`src/rtl/uart_wrapper.sv`:
```
// ECG board UART link: 8N1 receiver, response generator and 8N1 transmitter.
// One command byte N is answered with RESP_LEN bytes N, N+1, ... (mod 256).
module uart_wrapper #(
  parameter int unsigned CLK_FREQ_HZ  = 12_500_000,
  parameter int unsigned BAUD         = 9600,
  parameter int unsigned CLKS_PER_BIT = CLK_FREQ_HZ / BAUD,
  parameter int unsigned RESP_LEN     = 32
) (
  input  logic sysclk,
  input  logic resetn,
  input  logic uart_txd_in,
  output logic uart_rxd_out
);

  localparam int unsigned CNT_W = $clog2(CLKS_PER_BIT);
  localparam logic [CNT_W-1:0] BIT_LAST =
    CNT_W'(CLKS_PER_BIT - 1);
  localparam logic [CNT_W-1:0] HALF_LAST =
    CNT_W'(CLKS_PER_BIT / 2 - 1);
  localparam logic [5:0] K_END = 6'(RESP_LEN);

  typedef enum logic [1:0] {
    RX_IDLE, RX_START, RX_DATA, RX_STOP
  } rx_state_e;

  typedef enum logic [1:0] {
    GEN_IDLE, GEN_SEND, GEN_WAIT
  } gen_state_e;

  typedef enum logic [1:0] {
    TX_IDLE, TX_START, TX_DATA, TX_STOP
  } tx_state_e;

  logic             rx_meta_q, rx_sync_q, rx_prev_q;
  rx_state_e        rx_state_q, rx_state_d;
  logic [CNT_W-1:0] rx_cnt_q, rx_cnt_d;
  logic [2:0]       rx_bit_q, rx_bit_d;
  logic [7:0]       rx_shift_q, rx_shift_d;
  logic             rx_valid_q, rx_valid_d;

  gen_state_e       gen_state_q, gen_state_d;
  logic [7:0]       seed_q, seed_d;
  logic [5:0]       k_q, k_d;
  logic [5:0]       k_inc;
  logic             tx_start;
  logic [7:0]       tx_data;

  tx_state_e        tx_state_q, tx_state_d;
  logic [CNT_W-1:0] tx_cnt_q, tx_cnt_d;
  logic [2:0]       tx_bit_q, tx_bit_d;
  logic [7:0]       tx_shift_q, tx_shift_d;
  logic             txd_q, txd_d;
  logic             tx_done;

  assign uart_rxd_out = txd_q;

  always_ff @(posedge sysclk or negedge resetn) begin
    if (!resetn) begin
      rx_meta_q   <= 1'b1;
      rx_sync_q   <= 1'b1;
      rx_prev_q   <= 1'b1;
      rx_state_q  <= RX_IDLE;
      rx_cnt_q    <= '0;
      rx_bit_q    <= '0;
      rx_shift_q  <= '0;
      rx_valid_q  <= 1'b0;
      gen_state_q <= GEN_IDLE;
      seed_q      <= '0;
      k_q         <= '0;
      tx_state_q  <= TX_IDLE;
      tx_cnt_q    <= '0;
      tx_bit_q    <= '0;
      tx_shift_q  <= '0;
      txd_q       <= 1'b1;
    end else begin
      rx_meta_q   <= uart_txd_in;
      rx_sync_q   <= rx_meta_q;
      rx_prev_q   <= rx_sync_q;
      rx_state_q  <= rx_state_d;
      rx_cnt_q    <= rx_cnt_d;
      rx_bit_q    <= rx_bit_d;
      rx_shift_q  <= rx_shift_d;
      rx_valid_q  <= rx_valid_d;
      gen_state_q <= gen_state_d;
      seed_q      <= seed_d;
      k_q         <= k_d;
      tx_state_q  <= tx_state_d;
      tx_cnt_q    <= tx_cnt_d;
      tx_bit_q    <= tx_bit_d;
      tx_shift_q  <= tx_shift_d;
      txd_q       <= txd_d;
    end
  end

  always_comb begin
    rx_state_d = rx_state_q;
    unique case (rx_state_q)
      RX_IDLE:
        if (rx_prev_q && !rx_sync_q)
          rx_state_d = RX_START;
      RX_START:
        if (rx_cnt_q == HALF_LAST)
          rx_state_d = rx_sync_q ? RX_IDLE : RX_DATA;
      RX_DATA:
        if (rx_cnt_q == BIT_LAST && rx_bit_q == 3'd7)
          rx_state_d = RX_STOP;
      RX_STOP:
        if (rx_cnt_q == BIT_LAST)
          rx_state_d = RX_IDLE;
      default: rx_state_d = RX_IDLE;
    endcase
  end

  // Sampling points fall mid-bit once START has consumed half a bit.
  always_comb begin
    rx_cnt_d   = rx_cnt_q + 1'b1;
    rx_bit_d   = rx_bit_q;
    rx_shift_d = rx_shift_q;
    rx_valid_d = 1'b0;
    unique case (rx_state_q)
      RX_IDLE: begin
        rx_cnt_d = '0;
        rx_bit_d = '0;
      end
      RX_START:
        if (rx_cnt_q == HALF_LAST)
          rx_cnt_d = '0;
      RX_DATA:
        if (rx_cnt_q == BIT_LAST) begin
          rx_cnt_d   = '0;
          rx_bit_d   = rx_bit_q + 3'd1;
          rx_shift_d = {rx_sync_q, rx_shift_q[7:1]};
        end
      RX_STOP:
        if (rx_cnt_q == BIT_LAST) begin
          rx_cnt_d   = '0;
          rx_valid_d = rx_sync_q;
        end
      default: rx_cnt_d = '0;
    endcase
  end

  assign k_inc = k_q + 6'd1;

  always_comb begin
    gen_state_d = gen_state_q;
    unique case (gen_state_q)
      GEN_IDLE:
        if (rx_valid_q)
          gen_state_d = GEN_SEND;
      GEN_SEND:
        gen_state_d = GEN_WAIT;
      GEN_WAIT:
        if (tx_done)
          gen_state_d = (k_inc == K_END) ? GEN_IDLE : GEN_SEND;
      default: gen_state_d = GEN_IDLE;
    endcase
  end

  // Commands arriving while a burst is in flight are dropped here.
  always_comb begin
    seed_d   = seed_q;
    k_d      = k_q;
    tx_start = 1'b0;
    tx_data  = seed_q + {2'b00, k_q};
    unique case (gen_state_q)
      GEN_IDLE:
        if (rx_valid_q) begin
          seed_d = rx_shift_q;
          k_d    = '0;
        end
      GEN_SEND: tx_start = 1'b1;
      GEN_WAIT:
        if (tx_done)
          k_d = k_inc;
      default: k_d = '0;
    endcase
  end

  assign tx_done = (tx_state_q == TX_STOP) &&
                   (tx_cnt_q == BIT_LAST);

  always_comb begin
    tx_state_d = tx_state_q;
    unique case (tx_state_q)
      TX_IDLE:
        if (tx_start)
          tx_state_d = TX_START;
      TX_START:
        if (tx_cnt_q == BIT_LAST)
          tx_state_d = TX_DATA;
      TX_DATA:
        if (tx_cnt_q == BIT_LAST && tx_bit_q == 3'd7)
          tx_state_d = TX_STOP;
      TX_STOP:
        if (tx_cnt_q == BIT_LAST)
          tx_state_d = TX_IDLE;
      default: tx_state_d = TX_IDLE;
    endcase
  end

  always_comb begin
    tx_cnt_d   = tx_cnt_q + 1'b1;
    tx_bit_d   = tx_bit_q;
    tx_shift_d = tx_shift_q;
    unique case (tx_state_q)
      TX_IDLE: begin
        tx_cnt_d = '0;
        tx_bit_d = '0;
        if (tx_start)
          tx_shift_d = tx_data;
      end
      TX_START:
        if (tx_cnt_q == BIT_LAST)
          tx_cnt_d = '0;
      TX_DATA:
        if (tx_cnt_q == BIT_LAST) begin
          tx_cnt_d   = '0;
          tx_bit_d   = tx_bit_q + 3'd1;
          tx_shift_d = {1'b0, tx_shift_q[7:1]};
        end
      TX_STOP:
        if (tx_cnt_q == BIT_LAST)
          tx_cnt_d = '0;
      default: tx_cnt_d = '0;
    endcase
  end

  // Line level follows the next state so the pin is a clean flop output.
  always_comb begin
    txd_d = 1'b1;
    unique case (tx_state_d)
      TX_START: txd_d = 1'b0;
      TX_DATA:  txd_d = tx_shift_d[0];
      default:  txd_d = 1'b1;
    endcase
  end

endmodule

```
`config.mk`:
```
export PLATFORM = sky130hd
export DESIGN_NAME = uart_wrapper
export DESIGN_NICKNAME = d
export VERILOG_FILES = /design/src/rtl/uart_wrapper.sv
export SDC_FILE = /design/constraint.sdc
export NUM_CORES = 1
export LEC_CHECK = 0
export CORE_ASPECT_RATIO = 0.8
export CORE_MARGIN = 5
export CORE_UTILIZATION = 35
export CTS_CLUSTER_DIAMETER = 200
export CTS_CLUSTER_SIZE = 10
export DETAILED_ROUTE_END_ITERATION = 10
export GPL_TIMING_DRIVEN = 0
export SETUP_SLACK_MARGIN = 0.2
export SKIP_LAST_GASP = 1
export SYNTH_ARGS = -nofsm -noshare
export SYNTH_HDL_FRONTEND = slang
export SYNTH_SLANG_ARGS = --single-unit
```
`constraint.sdc`:
```
create_clock -name sysclk -period 3.8 [get_ports sysclk]
set_clock_uncertainty 0.05 [all_clocks]
set_input_delay 0.76 -clock sysclk [delete_from_list [all_inputs] [get_ports sysclk]]
set_output_delay 0.76 -clock sysclk [all_outputs]
set_load 0.03 [all_outputs]
```
==> flow_metrics.tcl <==
set metrics [dict create \
    hold_violations 0 \
    io_pins 4 \
    nFillCells 928 \
    fin_nets 365 \
    synth_edf_count 0 \
    gp_congestion 0.816 \
    period_needed_ps 2320 \
    place_ws_ps 1640 \
    drt_iter0_markers 85 \
    grt_overflow 0 \
    drc 0 \
    hold_buffers 0 \
    cp.arrival_ps 1510 \
    synth_cells 331 \
    cts_made_buffers 9 \
    chipWidth_um 122 \
    max_freq_mhz 430 \
    fin_crit_sh_pct 61.1 \
    ant_nets 0 \
    netlist_area_um2 3520 \
    grt_pass1_wl_um 11600 \
    vias_per_cell 5.02 \
    finalSetupViolCount 0 \
    first_global_vias 2402 \
    syn_area_per_cell_um2 10.6 \
    initial_core_util_pct 36.2 \
    antennaDiodeCount 0 \
    maxCapViolCount 0 \
    drive_gt1_share_pct 13.4 \
    yosysWarnings 0 \
    antenna_found_initial 0 \
    cpLargestDelayFamily "buffers and inverters" \
    insertion_delay_ps 330 \
    rsz0062_at_grt "no" \
    synth_ff_type "dfrtp_1" \
    post_cts_resized 0 \
    maxSlewHeadroom_pct 42.8 \
    core_um2 9730 \
    hold_ws_ps 305 \
    root_buffer "clkbuf_16" \
    layout.cells.most_common "dfrtp_1" \
    path_max_fanout 1 \
    crit_slowest_cell "clkdlybuf4s50_1" \
    async_flop_share_pct 100 \
    grt_max_degree 70 \
    required_ps 2990 \
    setup_ws_ps 1480 \
    cts_tree "yes" \
    ys_ff_latch 69 \
    slew_viol_final 0 \
    power.density_nw_per_um2 437 \
    finalWirelength_um 6310 \
    tightest_slew_ps 859 \
    wire_per_inst_um 13.0 \
    worstSetupStartpointType "flop" \
    firstDrtPassIters 4 \
    vias 2438 \
    layout_common_cells "65 x dfrtp_1, 37 x nor2_1, 21 x nand3_1" \
    postCtsSetupBuffers 0 \
    dp_hpwl_um 4400 \
    p_leak_nw 1.82 \
    critPathBufInv 1 \
    max-vdd-ir-drop_uv 250 \
    critPathKind "flop to output port" \
    fp.dieH_um 99.7 \
    io_buffers 3 \
    grt_use_total_pct 11.9 \
    clock_sinks 69 \
    clockBufferDepth 2 \
    seq_area_frac_synth_pct 49.2 \
    clk_pin_slew_ps 60 \
    rows 32 \
    syn2layout_area_growth_pct 14.5 \
    yosysUniqueCellTypes 55 \
    status "completed" \
    path_cells "clkdlybuf4s50_1" \
    synth_nets 351 \
    max_stage_delay_ps 670 \
    die_area_um2 12200 \
    end_kind "output port" \
    htree_levels 3 \
    hold_path.class "flop to flop" \
]
## sequential cells by signal, indices dropped and copies added (netlist names), named ones only
| register | cells |
|---|---|
| tx_state_q | 2 |
| rx_cnt_q | 11 |
| tx_shift_q | 8 |
| rx_bit_q | 3 |
| rx_valid_q | 1 |
| rx_state_q | 1 |
| rx_meta_q | 1 |
| rx_sync_q | 1 |
| seed_q | 8 |
| rx_prev_q | 1 |
| rx_shift_q | 8 |
| k_q | 6 |
| uart_rxd_out | 1 |
| gen_state_q | 2 |
| tx_bit_q | 3 |
| tx_cnt_q | 11 |
## area by class of cell
class                           count  area [um2]  area share (%)
Inverter                           10        37.5           0.931
Tap cell                          136         170            4.22
Clock buffer                       13         270            6.71
Sequential cell                    69        1730            43.0
Clock inverter                      3        42.5            1.06
Buffer                             11        46.3            1.15
Multi-Input combinational cell    241        1700            42.3
Timing Repair Buffer                3        27.5           0.683
## power breakdown
group | internal, W | switching [W] | leakage [nW]
clock | 0.000560 | 0.000298 | 0.152
sequential | 0.000765 | 0.0000412 | 0.940
combinational | 0.0000401 | 0.0000549 | 0.724
## cell families (layout without fill, tap and decap cells)
group | count (synthesis) | after routing | share of synthesized area, %
AND/OR/NAND/NOR | 123 | 123 | 18.7
flip-flops | 69 | 69 | 49.2
AO/OA/AOI/OAI | 64 | 64 | 13.0
buffers and inverters | 21 | 40 | 2.38
XOR/XNOR | 19 | 19 | 4.73
multiplexers | 18 | 18 | 5.65
adder cells (fa/ha/maj) | 17 | 17 | 6.26
## per-layer routing
layer	wire length, um	up-vias	part of all wire [%]	GRT usage, %
li1	-	1226	-	-
met1	3170	1171	50	16.4
met2	2810	38	45	17.2
met3	290	3	4.6	4.55
met4	38	0	0.60	4.13
met5	0	-	0	0
## cells in the mapped netlist, drive strengths merged (7+ instances only)
library cell / count / area share [%]
nor2: 37 / 3.9
o21ai: 20 / 2.8
nand3: 22 / 3.3
dfrtp: 65 / 46
xor2: 8 / 2.0
nor3: 7 / 1.0
nand2: 18 / 1.9
ha: 16 / 5.7
and3: 12 / 2.1
a21oi: 7 / 1.1
mux2: 15 / 4.8
xnor2: 11 / 2.7
inv: 10 / 1.1
## worst paths after layout
check / startpoint / endpoint / slack (ps) / cells past startpoint
hold / removal: rx_meta_q / rx_sync_q / 310 / 0
hold reg to reg: rx_meta_q / rx_sync_q / 310 / 0
min in group asynchronous: resetn / tx_shift_q[1] / 490 / 1
setup reg to reg: tx_cnt_q[1] / tx_cnt_q[7] / 1650 / 8
max in group asynchronous: resetn / tx_cnt_q[1] / 2650 / 1
setup / recovery: uart_rxd_out / uart_rxd_out / 1480 / 1
## through the flow
stage	std cells	cell area (um2)	power (W)	utilization, %	TNS, ps
3_3_place_gp	470	3720	0.000913	38.2	-29380
5_1_grt	486	4030	0.00184	41.4	0
4_1_cts	486	4030	0.00179	41.4	0
3_5_place_dp	470	3720	0.000918	38.2	0
2_1_floorplan	331	3520	0.000877	-	0
6_report	486	4030	0.00176	41.4	0
No activity file was read; power rests on OpenSTA's default activity.
